## src/rtl/bridge_response_tx.sv

```systemverilog
// ---------------------------------------------------------------------------
// bridge_response_tx
//
// Host-bound end of the UART debug bridge. A 16-bit register read result is
// accepted from the core bus and framed as the ASCII line "Mxxxx\r\n", where
// xxxx is four uppercase hex digits, most significant nibble first. The seven
// bytes are sent back-to-back as 8N1 UART on the tx pin.
//
// Ports
//   clk      in   1   system clock, all logic on posedge
//   rst_n    in   1   asynchronous active-low reset, synchronous release
//   data_i   in   16  read data to report, sampled only on accept
//   valid_i  in   1   data_i holds a response to send
//   ready_o  out  1   idle, a response can be accepted this cycle
//   busy_o   out  1   message in flight (always ~ready_o)
//   tx       out  1   UART serial out, idle high, registered
//
// Parameter
//   CLOCKS_PER_BAUD   clk cycles per UART bit, must be at least 2
// ---------------------------------------------------------------------------
module bridge_response_tx #(
    parameter int CLOCKS_PER_BAUD = 868
) (
    input  logic        clk,
    input  logic        rst_n,
    input  logic [15:0] data_i,
    input  logic        valid_i,
    output logic        ready_o,
    output logic        busy_o,
    output logic        tx
);

    // Counter geometry. The baud counter is just wide enough for its terminal
    // value; bit and byte indices cover 0..9 and 0..6.
    localparam int BAUD_W = (CLOCKS_PER_BAUD > 2) ? $clog2(CLOCKS_PER_BAUD) : 1;
    localparam logic [BAUD_W-1:0] BAUD_LAST = BAUD_W'(CLOCKS_PER_BAUD - 1);
    localparam logic [3:0]        BIT_LAST  = 4'd9;
    localparam logic [2:0]        BYTE_LAST = 3'd6;

    typedef enum logic {
        IDLE,
        SEND
    } state_t;

    state_t             state_q;
    logic [BAUD_W-1:0]  baudCnt_q;
    logic [3:0]         bitIdx_q;
    logic [2:0]         byteIdx_q;
    logic [15:0]        holdData_q;
    logic               tx_q;

    logic               bitWrap;
    logic               frameWrap;
    logic               msgDone;
    logic [BAUD_W-1:0]  baudCnt_d;
    logic [3:0]         bitIdx_d;
    logic [2:0]         byteIdx_d;
    logic [7:0]         nextByte;
    logic               nextLine;
    logic               accept;

    // Nibble to uppercase ASCII hex: '0'..'9' then 'A'..'F'.
    function automatic logic [7:0] hexAscii(input logic [3:0] nib);
        logic [7:0] wide;
        wide = {4'h0, nib};
        if (nib <= 4'd9) begin
            return 8'h30 + wide;
        end
        return 8'h37 + wide;
    endfunction

    // Byte at a given position of the "Mxxxx\r\n" message.
    function automatic logic [7:0] msgByte(input logic [2:0] idx, input logic [15:0] d);
        logic [7:0] b;
        case (idx)
            3'd0:    b = 8'h4D;
            3'd1:    b = hexAscii(d[15:12]);
            3'd2:    b = hexAscii(d[11:8]);
            3'd3:    b = hexAscii(d[7:4]);
            3'd4:    b = hexAscii(d[3:0]);
            3'd5:    b = 8'h0D;
            default: b = 8'h0A;
        endcase
        return b;
    endfunction

    // Line level for one slot of an 8N1 frame: slot 0 is the start bit,
    // slots 1..8 carry data LSB first, slot 9 is the stop bit.
    function automatic logic frameBit(input logic [7:0] b, input logic [3:0] slot);
        logic v;
        case (slot)
            4'd0:    v = 1'b0;
            4'd1:    v = b[0];
            4'd2:    v = b[1];
            4'd3:    v = b[2];
            4'd4:    v = b[3];
            4'd5:    v = b[4];
            4'd6:    v = b[5];
            4'd7:    v = b[6];
            4'd8:    v = b[7];
            default: v = 1'b1;
        endcase
        return v;
    endfunction

    // Handshake decode: ready is purely the IDLE state, no extra register.
    assign ready_o = (state_q == IDLE);
    assign busy_o  = ~ready_o;
    assign accept  = valid_i && ready_o;
    assign tx      = tx_q;

    // Next position within the message. The line level for the next bit is
    // looked up one cycle ahead so tx can be registered and change exactly on
    // the bit boundary.
    always_comb begin
        bitWrap   = (baudCnt_q == BAUD_LAST);
        frameWrap = bitWrap && (bitIdx_q == BIT_LAST);
        msgDone   = frameWrap && (byteIdx_q == BYTE_LAST);

        baudCnt_d = bitWrap ? '0 : baudCnt_q + BAUD_W'(1);

        bitIdx_d = bitIdx_q;
        if (bitWrap) begin
            bitIdx_d = (bitIdx_q == BIT_LAST) ? 4'd0 : bitIdx_q + 4'd1;
        end

        byteIdx_d = byteIdx_q;
        if (frameWrap) begin
            byteIdx_d = (byteIdx_q == BYTE_LAST) ? 3'd0 : byteIdx_q + 3'd1;
        end

        nextByte = msgByte(byteIdx_d, holdData_q);
        nextLine = frameBit(nextByte, bitIdx_d);
    end

    // Transmit FSM. IDLE holds the line high and waits for a handshake; the
    // start bit of 'M' is driven on the accept edge itself. SEND walks the
    // baud, bit and byte counters and falls back to IDLE as the stop bit of
    // the last byte expires, which leaves one idle-high cycle before the next
    // accept can happen.
    always_ff @(posedge clk or negedge rst_n) begin
        if (!rst_n) begin
            state_q    <= IDLE;
            baudCnt_q  <= '0;
            bitIdx_q   <= 4'd0;
            byteIdx_q  <= 3'd0;
            holdData_q <= 16'h0000;
            tx_q       <= 1'b1;
        end else begin
            case (state_q)
                IDLE: begin
                    tx_q <= 1'b1;
                    if (accept) begin
                        holdData_q <= data_i;
                        baudCnt_q  <= '0;
                        bitIdx_q   <= 4'd0;
                        byteIdx_q  <= 3'd0;
                        tx_q       <= 1'b0;
                        state_q    <= SEND;
                    end
                end
                SEND: begin
                    baudCnt_q <= baudCnt_d;
                    bitIdx_q  <= bitIdx_d;
                    byteIdx_q <= byteIdx_d;
                    if (msgDone) begin
                        tx_q    <= 1'b1;
                        state_q <= IDLE;
                    end else begin
                        tx_q <= nextLine;
                    end
                end
                default: begin
                    tx_q    <= 1'b1;
                    state_q <= IDLE;
                end
            endcase
        end
    end

    // Counters must never pass their terminal values.
    a_baudBound: assert property (@(posedge clk) disable iff (!rst_n)
        baudCnt_q <= BAUD_LAST);
    a_bitBound: assert property (@(posedge clk) disable iff (!rst_n)
        bitIdx_q <= BIT_LAST);
    a_byteBound: assert property (@(posedge clk) disable iff (!rst_n)
        byteIdx_q <= BYTE_LAST);

endmodule
```

## config.mk

```make
export PLATFORM = sky130hd
export DESIGN_NAME = bridge_response_tx
export DESIGN_NICKNAME = d
export VERILOG_FILES = /design/src/rtl/bridge_response_tx.sv
export SDC_FILE = /design/constraint.sdc
export NUM_CORES = 1
export LEC_CHECK = 0
export BUFFER_PORTS_ARGS = -buffer_cell sky130_fd_sc_hd__buf_2
export CORE_MARGIN = 8
export CORE_UTILIZATION = 55
export CTS_CLUSTER_DIAMETER = 200
export DETAILED_ROUTE_END_ITERATION = 6
export GPL_ROUTABILITY_DRIVEN = 0
export PLACE_DENSITY = 0.77
export SYNTH_ARGS = -nofsm -noshare
export SYNTH_HDL_FRONTEND = slang
export SYNTH_SLANG_ARGS = --single-unit
```

## constraint.sdc

```tcl
create_clock -name clk -period 2.3 [get_ports clk]
set_clock_uncertainty 0.1 [all_clocks]
set_input_delay 0.115 -clock clk [delete_from_list [all_inputs] [get_ports clk]]
set_output_delay 0.115 -clock clk [all_outputs]
set_load 0.01 [all_outputs]
```

### After elaboration in Yosys (flattened, before gate mapping)

Index checks and enable logic that the tools add are counted.

* bits in registers: 35
* input bits: 19
* logic and storage cells: 80

* add/sub/neg operators: 11
* $lt $le $gt $ge: 4
* eq/ne operators: 17
* mux-type cells: 35
* bitwise logic cells: 1
* reductions and logical operators: 6

Operators by type and width (count)
* $mux 8: 8
* $add 6x4->7 const A: 8
* $pmux 8 s6: 1
* $mux 10: 2
* $pmux 10 s2: 1
* $eq 4x3->1 const B: 4
* $le 4x4->1 const B: 4
* $mux 1: 12
* $mux 4: 3
* $add 10x1->10 const B: 1
* $eq 10x10->1 const B: 1
* $eq 3x3->1 const B: 3
* $mux 3: 3
* $pmux 1 s9: 1
* $eq 4x2->1 const B: 2
* $eq 4x4->1 const B: 2
* $pmux 4 s2: 1
* $eq 3x2->1 const B: 2
* $pmux 3 s2: 1
* $add 4x1->4 const B: 1
* $eq 4x1->1 const B: 1
* $logic_not 4->1: 1
* $pmux 1 s2: 2
* $add 3x1->3 const B: 1
* other kinds (6): 8

### Longest topological paths before layout

Gate-level depths: netlist of run 1.

* depth after elaboration: 10
* mapped depth: 11
* depth with buffers taken out: 10

### Least setup slack after synthesis of run 1

OpenSTA, ideal clock, no wires.

* path type: reg2reg
* start point: register baudCnt_q[0]
* end point: register tx_q, in the netlist tx
* library setup time: 0.090 ns
* arrival: 2.194 ns
* required time: 2.110 ns
* path slack: -0.084 ns
* stages on the path, launching flop included: 10
* path buffers: 1
* period minus slack after synthesis: 2.384 ns
* path through: dfrtp_1 ha_1 nor3b_4 and3_1 buf_6 mux2_4 a211oi_2 o211ai_1 a221oi_2 o32ai_2

* longest elaborated chain between the ends: 8
* elaborated cells between the ends (all ways): 24
* those cells by class: eq/ne: 14; mux: 6; reduce/logical: 4

RTL lines
* from (decl): RTL line 46 `logic [BAUD_W-1:0] baudCnt_q;`
* from (signal assigned): RTL line 163 `baudCnt_q <= baudCnt_d;`
* $eq 10x10->1 *: RTL line 116 `bitWrap = (baudCnt_q == BAUD_LAST);`
* $logic_and 1x1->1: RTL line 117 `frameWrap = bitWrap && (bitIdx_q == BIT_LAST);`
* $mux 3: RTL line 128 `if (frameWrap) begin`
* $eq 3x3->1 (tied with other cells): RTL line 75 `case (idx)`
* $pmux 8 s6: RTL line 75
* $pmux 1 s9: RTL line 91 `case (slot)`
* $mux 1 *: RTL line 166 `if (msgDone) begin`
* $pmux 1 s2 *: RTL line 150 `case (state_q)`
* to (signal assigned): RTL line 170 `tx_q <= nextLine;`
* to (decl): RTL line 50 `logic tx_q;`

Every way passes the cells marked *; elsewhere a longest branch is shown, timed or not.
A chain may end at the register's enable or synchronous reset.

### Worst setup path in the final report of run 1

* start point: register bitIdx_q[1]
* end point: register tx_q, in the netlist tx

* longest elaborated chain between the ends: 8
* elaborated cells between the ends (all ways): 26
* those cells by class: add/sub: 1; eq/ne: 14; mux: 7; reduce/logical: 4

RTL lines
* from (decl): RTL line 47 `logic [3:0] bitIdx_q;`
* from (signal assigned): RTL line 164 `bitIdx_q <= bitIdx_d;`
* parallel branches: the longest is 6 deep, another holds $add 4x1->4
* $mux 1 *: RTL line 166
* $pmux 1 s2 *: RTL line 150

Mark *: on every way between the ends.

==> results of run 1 <==
## logic make-up after synthesis
logic type      Yosys count  synth area share, %
simple gates            120                23.72
compound gates           95                23.72
flops                    35                31.55
buf+inv                  34                6.705
mux                      15                6.165
fa+ha+maj                12                5.310
xor+xnor                  9                2.835
## cell type report
type	instances	area (µm²)	share of cell area (%)
Sequential cell	35	877.1	25.07
Timing Repair Buffer	87	665.6	19.03
Multi-Input combinational cell	251	1735	49.61
Tap cell	70	87.58	2.504
Clock buffer	6	72.57	2.074
Inverter	16	60.06	1.717
## layer usage
metal	part of all wire, %	global-route usage [%]
met2	46	31.78
met5	0	0
met4	2.6	7.344
met1	45	25.21
met3	6.2	4.623
## sequential cells by signal (all words and copies together) (netlist names)
| register | flops |
|---|---|
| baudCnt_q | 10 |
| holdData_q | 16 |
| byteIdx_q | 3 |
| tx | 1 |
| bitIdx_q | 4 |
| busy_o | 1 |
## power by group through the flow
stage	registers, mW	logic (mW)	clock network (mW)
global route	0.885	1.11	0.449
CTS	0.864	0.994	0.424
finish	0.865	1.01	0.419
detailed placement	0.876	0.946	0
global placement	0.868	0.911	0
floorplan	0.884	0.572	0
## cell usage after synthesis (3+ instances only)
cell	instances
o21a_1	3
nand2_1	37
a22o_1	3
a21oi_1	11
nor2_1	26
xor2_1	4
o21ai_0	31
nand3_1	17
nor3_1	6
a211oi_1	5
mux2_2	12
inv_1	15
nor2b_1	3
xnor2_1	5
ha_1	11
a31oi_1	10
and3_1	4
buf_6	5
dfrtp_1	34
o31ai_1	5
clkbuf_1	10
## worst register-to-register path, delay by kind of cell, from the launching register on
| kind | cells | cell delay, ns |
|---|---|---|
| adders and majority gates | 1 | 0.17 |
| AOI/OAI and AO/OA | 4 | 0.87 |
| and+or+nand+nor | 3 | 0.41 |
| DFF | 1 | 0.36 |
| buffers and inverters | 3 | 0.42 |
## how the worst max path moves through the flow
| stage | endpoint | slack [ns] | depth (start not counted) |
|---|---|---|---|
| floorplan | tx$_DFF_PN1_ | -0.04 | 9 |
| global placement | tx$_DFF_PN1_ | -0.07 | 8 |
| detailed placement | tx$_DFF_PN1_ | -0.09 | 8 |
| CTS | tx$_DFF_PN1_ | -0.03 | 9 |
| global route | tx$_DFF_PN1_ | -0.17 | 9 |
| finish | tx$_DFF_PN1_ | -0.11 | 11 |
## what timing repair did
item                                    4_1_cts  5_1_grt
endpoints found under the hold margin        52        0
hold buffers                                 18        0
setup buffers                                 4        0
pin swaps                                    10        1
endpoints found under the setup margin        1        1
gates resized for setup                       8        2
==> out/results.ini, run 1 <==
[clocking]
clkTransAtPathRegs_ns=0.08
clk_path_buf_depth=2
cts.sinks=35
cts_root_buf=clkbuf_8
htreeDepth=2
cts_tree=yes
numCtsBuffers=5
clk_latency_ns=0.29

[synthesis]
synth_top_area_cell=dfrtp_1
synthArstFlopShare_pct=100.0
synth-seq-area-share_pct=31.55
ys_top_cells_by_area=dfrtp_1 (31%), o21ai_0 (5.6%), nand2_1 (5.0%), ha_1 (5.0%), mux2_2 (4.9%)
syn_avg_cell_area_um2=8.688
synth_fp_nets=350
synth_warnings=0
synthDistinctLibCells=70
synth_edf_count=0
ys.flop_type=dfrtp_1
syn_inst=320
netlist_area_mm2=0.002780
synth_top_area_share_pct=30.60
ys_ff_latch=35

[pwr]
power_mw=2.292
p_leak_nw=1.542
power.internal_mw=1.451
p_clk_share_pct=18.3
seq_power_share_pct=37.8
p_sw_mw=0.8418
swShare_pct=36.72
p_comb_share_pct=44.0
ir_worst_vdd_v=0.0003934
power_density_mw_per_mm2=655.3

[route]
routedWlPerCell_um=15.40
routed-via-count=2717
drt-pass1-iter-count=5
first_iter_violations=264
via_per_inst=5.843
wl_mm=7.159
ant_nets=0
drc_errors=0

[cells_and_area]
drive_above_1_share_pct=29.87
area_growth_pct=25.83
fillers=384
final_cells=465
final_core_util_pct=70.29
fin_nets=426
finalInstanceArea_mm2=0.003498
antenna_cells=0
mostFrequentLayoutCell=buf_4
mostFrequentLayoutCells=buf_4 (45), nand2_1 (37), dfrtp_1 (34)

[place]
preCtsSetupSlack_ns=-0.09135
dpl.hpwl_mm=5.182
dp.cells=437
io_buffers=21
place_area_mm2=0.003179

[sta]
tns_ns=-0.1070
worst_pin_slew_ns=0.8014
rsz0062_at_grt=yes
setup_viol=1
finalCritPeriodShare_pct=104.7
period_needed_ns=2.407
hold_violations=0
finalWorstSetupSlack_ns=-0.1070
fmax_ghz=0.4155
slew_headroom_pct=46.58
holdWs_ns=0.3512
finalMaxSlewViolations=0

[critical_path]
r2r_cells=11
start_kind=register
path_class=register to register
critical_path.cell_chain=inv_2 -> ha_2 -> and3b_2 -> buf_12 -> nand4_4 -> buf_4 -> nor3_1 -> a211oi_1 -> o221ai_2 -> a221oi_2 -> o32ai_2
worstSetupEndpointType=register
r2r_slack_ns=-0.11
max_stage_delay_ns=0.36
cpMaxStageDelayCell=dfrtp_1
cp.arrival_ns=2.51
crit_required_ns=2.40
rr_endpoint=tx$_DFF_PN1_
critPathMaxFanout=18
path_buf_inv=3
crit_start=bitIdx_q[1]$_DFFE_PN0P_
path_delay_family=compound AO/OA/AOI/OAI gates
r2r-start=bitIdx_q[1]$_DFFE_PN0P_

[die]
die_h_um=87.10
core_mm2=0.004977
die_x_um=87.10
start_util_pct=55.86
pin_count=22
die_area_mm2=0.007586
rows=26

[job]
cap_violations=0

[global_route]
grt_pass1_wl_mm=12.10
antenna_found_initial=0
grt.total_usage_pct=19.83
grt_max_degree=36
grt_pass1_vias=2604
grt-ovfl-total=0

[outcome]
status=finished, violations left
violations=negative setup slack

[worst_hold_path]
hp-class=input pin to asynchronous set/reset pin

(Power assumes the default switching activity.)
==> run 2: changes to the inputs <==
--- a/config.mk
+++ b/config.mk
@@ -14,2 +14,3 @@
 export PLACE_DENSITY = 0.77
+export REMOVE_ABC_BUFFERS = 1
 export SYNTH_ARGS = -nofsm -noshare
--- a/constraint.sdc
+++ b/constraint.sdc
@@ -4,2 +4,2 @@
 set_output_delay 0.115 -clock clk [all_outputs]
-set_load 0.01 [all_outputs]
+set_load 0.05 [all_outputs]
==> run 2 against run 1 <==
Effect of this change:
- the flow still finishes with violations (negative setup slack)
- critical path type unchanged
- fmax up 0.80%
- register-to-register slack better by 0.02 ns
- sequential power rose by 0.6%
- final area up 4.6%
==> out/results.ini, run 2 (synthesized netlist as in run 1, its figures left out) <==
[critical_path]
worstSetupEndpointType=register
critPathMaxFanout=5  ; -13
crit_required_ns=2.41  ; about the same
path_class=register to register
start_kind=register
cp.arrival_ns=2.50  ; about the same

[cells_and_area]
fillers=365  ; -4.9%
seq_area_um2=877.1  ; unchanged
drive_above_1_share_pct=33.74  ; +3.9 points
finalInstanceArea_mm2=0.003661  ; +4.6%
top_register=holdData_q
largestRegisters=holdData_q (16), baudCnt_q (10), bitIdx_q (4)
final_cells=476  ; +2.4%
antenna_cells=0  ; unchanged
area_growth_pct=31.68
mostFrequentLayoutCell=buf_4
fin_nets=435  ; +2.1%
largest_register_ffs=16  ; unchanged
mostFrequentLayoutCells=buf_4 (54), nand2_1 (36), dfrtp_1 (34)
multiInputGateArea_mm2=0.001790  ; +3.2%

[route]
drt-pass1-iter-count=5  ; unchanged
via_per_inst=5.914  ; +1.2%
routed-via-count=2815  ; +3.6%
routedWlPerCell_um=16.22  ; +5.4%
wl_mm=7.723  ; +7.9%
drc_errors=0  ; unchanged
ant_nets=0  ; unchanged
first_iter_violations=106  ; -60%

[global_route]
grt_max_degree=36  ; unchanged
grt.total_usage_pct=21.91  ; +2.1 points
grt_pass1_vias=2849  ; +9.4%
grt_pass1_wl_mm=13.14  ; +8.7%
antenna_found_initial=0  ; unchanged
grt-ovfl-total=0  ; unchanged

[die]
die_h_um=87.10  ; unchanged
start_util_pct=55.86  ; unchanged
die_x_um=87.10  ; unchanged
die_area_mm2=0.007586  ; unchanged
pin_count=22  ; unchanged
core_mm2=0.004977  ; unchanged
rows=26  ; unchanged

[sta]
finalCritPeriodShare_pct=103.8  ; -0.83 points
setup_viol=1  ; unchanged
finalMaxSlewViolations=0  ; unchanged
period_needed_ns=2.388  ; -0.01903 ns
hold_violations=0  ; unchanged
tns_ns=-0.08799  ; +0.01903 ns
worst_pin_slew_ns=0.9501  ; +0.1487 ns
rsz0062_at_grt=yes
finalWorstSetupSlack_ns=-0.08799  ; +0.01903 ns
fmax_ghz=0.4188  ; +0.80%
slew_headroom_pct=36.43  ; -10 points

[worst_hold_path]
hp-class=input pin to asynchronous set/reset pin

[clocking]
cts_tree=yes
htreeDepth=2  ; unchanged
clk_path_buf_depth=2  ; unchanged
cts_root_buf=clkbuf_8
clk_latency_ns=0.30  ; about the same
numCtsBuffers=5  ; unchanged
cts.sinks=35  ; unchanged
clkTransAtPathRegs_ns=0.08  ; about the same

[place]
io_buffers=21  ; unchanged
dpl.hpwl_mm=5.424  ; +4.7%
dp.cells=444  ; +1.6%
place_area_mm2=0.003242  ; +2.0%

[pwr]
p_leak_nw=1.631  ; +5.7%
ir_worst_vdd_v=0.0004277  ; +8.7%
power_density_mw_per_mm2=688.6  ; +5.1%

[job]
cap_violations=0  ; unchanged

[outcome]
violations=negative setup slack
status=finished, violations left

-- run 2: changes by cell type in the layout (fill, tap and decap cells not counted), sizes merged --
cell	delta
buf	+9
clkinv	+2
bufinv	+1
clkbuf	-1
-- run 2: path summary, 6_finish.rpt --
path,startpoint,to,slack [ns],cells past startpoint
worst max-delay path,bitIdx_q[0]$_DFFE_PN0P_,tx$_DFF_PN1_,-0.09,8
max in group asynchronous,rst_n,bitIdx_q[1]$_DFFE_PN0P_,1.27,2
worst max register to register,bitIdx_q[0]$_DFFE_PN0P_,tx$_DFF_PN1_,-0.09,8
worst min-delay path,rst_n,holdData_q[7]$_DFFE_PN0P_,0.33,2
worst min register to register,baudCnt_q[8]$_DFFE_PN0P_,baudCnt_q[8]$_DFFE_PN0P_,0.42,1
min in group clk,baudCnt_q[8]$_DFFE_PN0P_,baudCnt_q[8]$_DFFE_PN0P_,0.42,1
-- run 2: through the flow --
step                setup slack, ns  util [%]  power, mW  hold slack, ns
CTS                        -0.04121     72.85      2.495          0.3548
global route                -0.2046     73.55      2.672          0.4314
detailed placement          -0.1400     65.13      1.859          0.1453
finish                     -0.08799     73.55      2.521          0.3299
floorplan                   -0.1668         -      1.442         -0.2806
global placement           -0.03966     65.13      1.812          0.1372
-- run 2: area by class of cell --
cell class | count | area share [%]
tap | 70 | 2.392
clock inverter | 3 | 1.196
inverter | 16 | 1.640
sequential | 35 | 23.96
multi-input combinational | 251 | 48.91
clock buffer | 5 | 1.880
timing repair buffer | 96 | 20.03
-- run 2: power by group --
group / switching [mW] / total, mW / internal (mW)
Combinational: 0.545 / 1.08 / 0.531
Sequential: 0.118 / 0.870 / 0.752
Clock: 0.252 / 0.575 / 0.323
Total: 0.916 / 2.52 / 1.61
-- run 2: worst max-delay path, stage by stage, from the launching register on --
cell	delay [ns]
dfrtp_1	0.40
ha_1	0.22
and3b_2	0.26
and4_4	0.22
or4_4	0.43
o21ai_4	0.10
o21a_1	0.21
a211oi_2	0.09
o32ai_2	0.26
-- run 2: repair_timing --
| action | 4_1_cts | 5_1_grt |
|---|---|---|
| endpoints found under the setup margin | 1 | 2 |
| pin swaps | 11 | 4 |
| hold buffers | 18 | 0 |
| gates resized for setup | 12 | 7 |
| endpoints found under the hold margin | 52 | 0 |
| buffers inserted | 5 | 1 |
-- run 2: metal layers --
| layer | track usage, % | share of wire (%) | vias up |
|---|---|---|---|
| met5 | 0 | 0 | - |
| met4 | 10.63 | 4.1 | 0 |
| met3 | 5.094 | 5.5 | 30 |
| met2 | 38.79 | 52 | 99 |
| met1 | 23.96 | 39 | 1357 |
| li1 | - | - | 1329 |
==> run 3: changes to the inputs <==
==> constraint.sdc (replaced) <==
create_clock -name clk -period 2.3 [get_ports clk]
set_clock_uncertainty 0.1 [all_clocks]
set_input_delay 0.69 -clock clk [delete_from_list [all_inputs] [get_ports clk]]
set_output_delay 0.69 -clock clk [all_outputs]
set_load 0.05 [all_outputs]
==> run 3 against run 2 <==
Effect of this change:
- the run still ends with negative setup slack left
- register-to-register slack better by 0.05 ns
- first-iteration DRC count up 34%
- sequential share of layout area up 1.1 points
- utilization down 3.1 points
- die area unchanged
- power down 2.0%
- count of clock-buffer cells in the layout unchanged
- routed wire length down 7.5%
- critical path type unchanged
- largest cell class unchanged
- largest power group unchanged
- highest routed layer unchanged
==> out/results.ini, run 3 (synthesized netlist as in run 1, its figures left out) <==
[outcome]
status=finished, violations left
violations=negative setup slack

[job]
cap_violations=0  ; unchanged

[die]
pin_count=22  ; unchanged
rows=26  ; unchanged
die_area_mm2=0.007586  ; unchanged
die_h_um=87.10  ; unchanged
die_x_um=87.10  ; unchanged
start_util_pct=55.86  ; unchanged
core_mm2=0.004977  ; unchanged

[pwr]
p_sw_mw=0.8890  ; -2.9%
seq_power_share_pct=35.4  ; +0.9 points
power.internal_mw=1.581  ; -1.5%
swShare_pct=35.99  ; -0.33 points
power_density_mw_per_mm2=704.4  ; +2.3%
p_comb_share_pct=41.2  ; -1.5 points
p_clk_share_pct=23.3  ; +0.5 points
p_leak_nw=1.572  ; -3.6%
ir_worst_vdd_v=0.0004178  ; -2.3%

[sta]
rsz0062_at_grt=yes
worst_pin_slew_ns=0.6311  ; -0.3189 ns
slew_headroom_pct=57.39  ; +21 points
finalMaxSlewViolations=0  ; unchanged
setup_viol=1  ; unchanged
fmax_ghz=0.4279  ; +2.2%
hold_violations=0  ; unchanged
finalCritPeriodShare_pct=101.6  ; -2.2 points
period_needed_ns=2.337  ; -0.05111 ns
finalWorstSetupSlack_ns=-0.03688  ; +0.05111 ns

[critical_path]
r2r_cells=11  ; +3
crit_required_ns=2.41  ; about the same
r2r-start=baudCnt_q[0]$_DFFE_PN0P_
rr_endpoint=tx$_DFF_PN1_
critPathMaxFanout=6  ; +1
cp.arrival_ns=2.45  ; -0.05 ns
r2r_slack_ns=-0.04  ; +0.05 ns
start_kind=register
path_class=register to register
worstSetupEndpointType=register

[clocking]
clk_path_buf_depth=2  ; unchanged
clkTransAtPathRegs_ns=0.09  ; about the same
htreeDepth=2  ; unchanged
cts_tree=yes
clk_latency_ns=0.30  ; about the same
cts_hold_buf=0  ; -18
numCtsBuffers=5  ; unchanged
cts.sinks=35  ; unchanged
cts_root_buf=clkbuf_8

[place]
preCtsSetupSlack_ns=-0.06241  ; +0.07764 ns
place_area_mm2=0.003257  ; +0.46%
io_buffers=21  ; unchanged
dpl.hpwl_mm=5.249  ; -3.2%

[global_route]
grt-ovfl-total=0  ; unchanged
antenna_found_initial=0  ; unchanged
grt_max_degree=36  ; unchanged
grt_pass1_vias=2618  ; -8.1%
grt.total_usage_pct=19.77  ; -2.1 points
grt_pass1_wl_mm=11.92  ; -9.3%

[cells_and_area]
mostFrequentLayoutCells=buf_4 (59), nand2_1 (37), dfrtp_1 (34)
fin_nets=422  ; -3.0%
largestRegisters=holdData_q (16), baudCnt_q (10), bitIdx_q (4)
finalInstanceArea_mm2=0.003507  ; -4.2%
antenna_cells=0  ; unchanged
largest_register_ffs=16  ; unchanged
mostFrequentLayoutCell=buf_4
area_growth_pct=26.15
top_register=holdData_q
drive_above_1_share_pct=36.64  ; +2.9 points

[route]
drt-pass1-iter-count=4  ; -1
via_per_inst=5.834  ; -1.4%
ant_nets=0  ; unchanged
first_iter_violations=142  ; +34%
wl_mm=7.147  ; -7.5%
routed-via-count=2701  ; -4.0%
routedWlPerCell_um=15.44  ; -4.9%
drc_errors=0  ; unchanged

[worst_hold_path]
hp-class=input pin to asynchronous set/reset pin

==> run 3: cell count changes in the layout (fill, tap and decap cells not counted), moves of 2 or more <==
cell,change
dlygate4sd3_1,-18
buf_4,+5
inv_1,-3
inv_2,+3
ha_1,-2
ha_2,+2
mux2_4,+2
nor2_1,-2
nor2_2,+2
==> run 3: repair_timing <==
action                                  4_1_cts  5_1_grt
endpoints found under the setup margin        1        1
pin swaps                                     9        7
buffers inserted                              8        1
gates resized for setup                      11       10
==> run 3: metrics by stage <==
stage | setup TNS, ns | utilization, % | hold slack [ns] | instances | total power [mW]
2_1_floorplan | -0.1668 | - | 0.2944 | 302 | 1.442
3_3_place_gp | -0.02888 | 65.43 | 0.4144 | 446 | 1.806
3_5_place_dp | -0.06241 | 65.43 | 0.4305 | 446 | 1.840
4_1_cts | 0 | 69.63 | 0.3359 | 462 | 2.454
5_1_grt | -0.1099 | 70.46 | 0.3576 | 463 | 2.633
6_report | -0.03688 | 70.46 | 0.3215 | 463 | 2.470
==> run 3: layout make-up <==
| type | instances | area [µm²] |
|---|---|---|
| fillers | 396 | 1470 |
| repair buffers | 83 | 590.6 |
| inverters | 16 | 60.06 |
| multi-input cells | 251 | 1777 |
| clock inverters | 3 | 46.29 |
| well taps | 70 | 87.58 |
| clock buffers | 5 | 68.82 |
| flip-flops and latches | 35 | 877.1 |
==> run 3: worst max path at each step <==
stage	startpoint	to	slack, ns	cells after the start
after floorplan	baudCnt_q[0]$_DFFE_PN0P_	tx$_DFF_PN1_	-0.17	8
after global placement	baudCnt_q[0]$_DFFE_PN0P_	tx$_DFF_PN1_	-0.03	11
after detailed placement	holdData_q[0]$_DFFE_PN0P_	tx$_DFF_PN1_	-0.06	10
after CTS	baudCnt_q[0]$_DFFE_PN0P_	tx$_DFF_PN1_	0.0009	9
after global routing	holdData_q[0]$_DFFE_PN0P_	tx$_DFF_PN1_	-0.11	10
final	baudCnt_q[0]$_DFFE_PN0P_	tx$_DFF_PN1_	-0.04	11
==> run 3: power groups by stage <==
| stage | clock network [mW] | logic [mW] | registers (mW) |
|---|---|---|---|
| 3_5_place_dp | 0 | 0.956 | 0.884 |
| 3_3_place_gp | 0 | 0.929 | 0.877 |
| 6_report | 0.576 | 1.02 | 0.875 |
| 2_1_floorplan | 0 | 0.512 | 0.930 |
| 5_1_grt | 0.617 | 1.12 | 0.896 |
| 4_1_cts | 0.589 | 0.990 | 0.875 |
==> run 3: critical path, stage by stage, from the launching register on <==
cell,delay [ns]
dfrtp_1,0.36
ha_2,0.18
nor3b_4,0.21
buf_6,0.16
nand3_4,0.13
nor2_8,0.16
buf_4,0.13
nand3_1,0.11
a21oi_2,0.25
nor3_2,0.08
a221oi_2,0.26
o32ai_2,0.12
==> run 3: routing by layer <==
| layer | track usage, % | vias to the layer above | wire length (µm) |
|---|---|---|---|
| li1 | - | 1311 | - |
| met1 | 23.31 | 1296 | 3045 |
| met2 | 33.66 | 74 | 3522 |
| met3 | 3.491 | 20 | 315 |
| met4 | 9.688 | 0 | 263 |
| met5 | 0 | - | 0 |
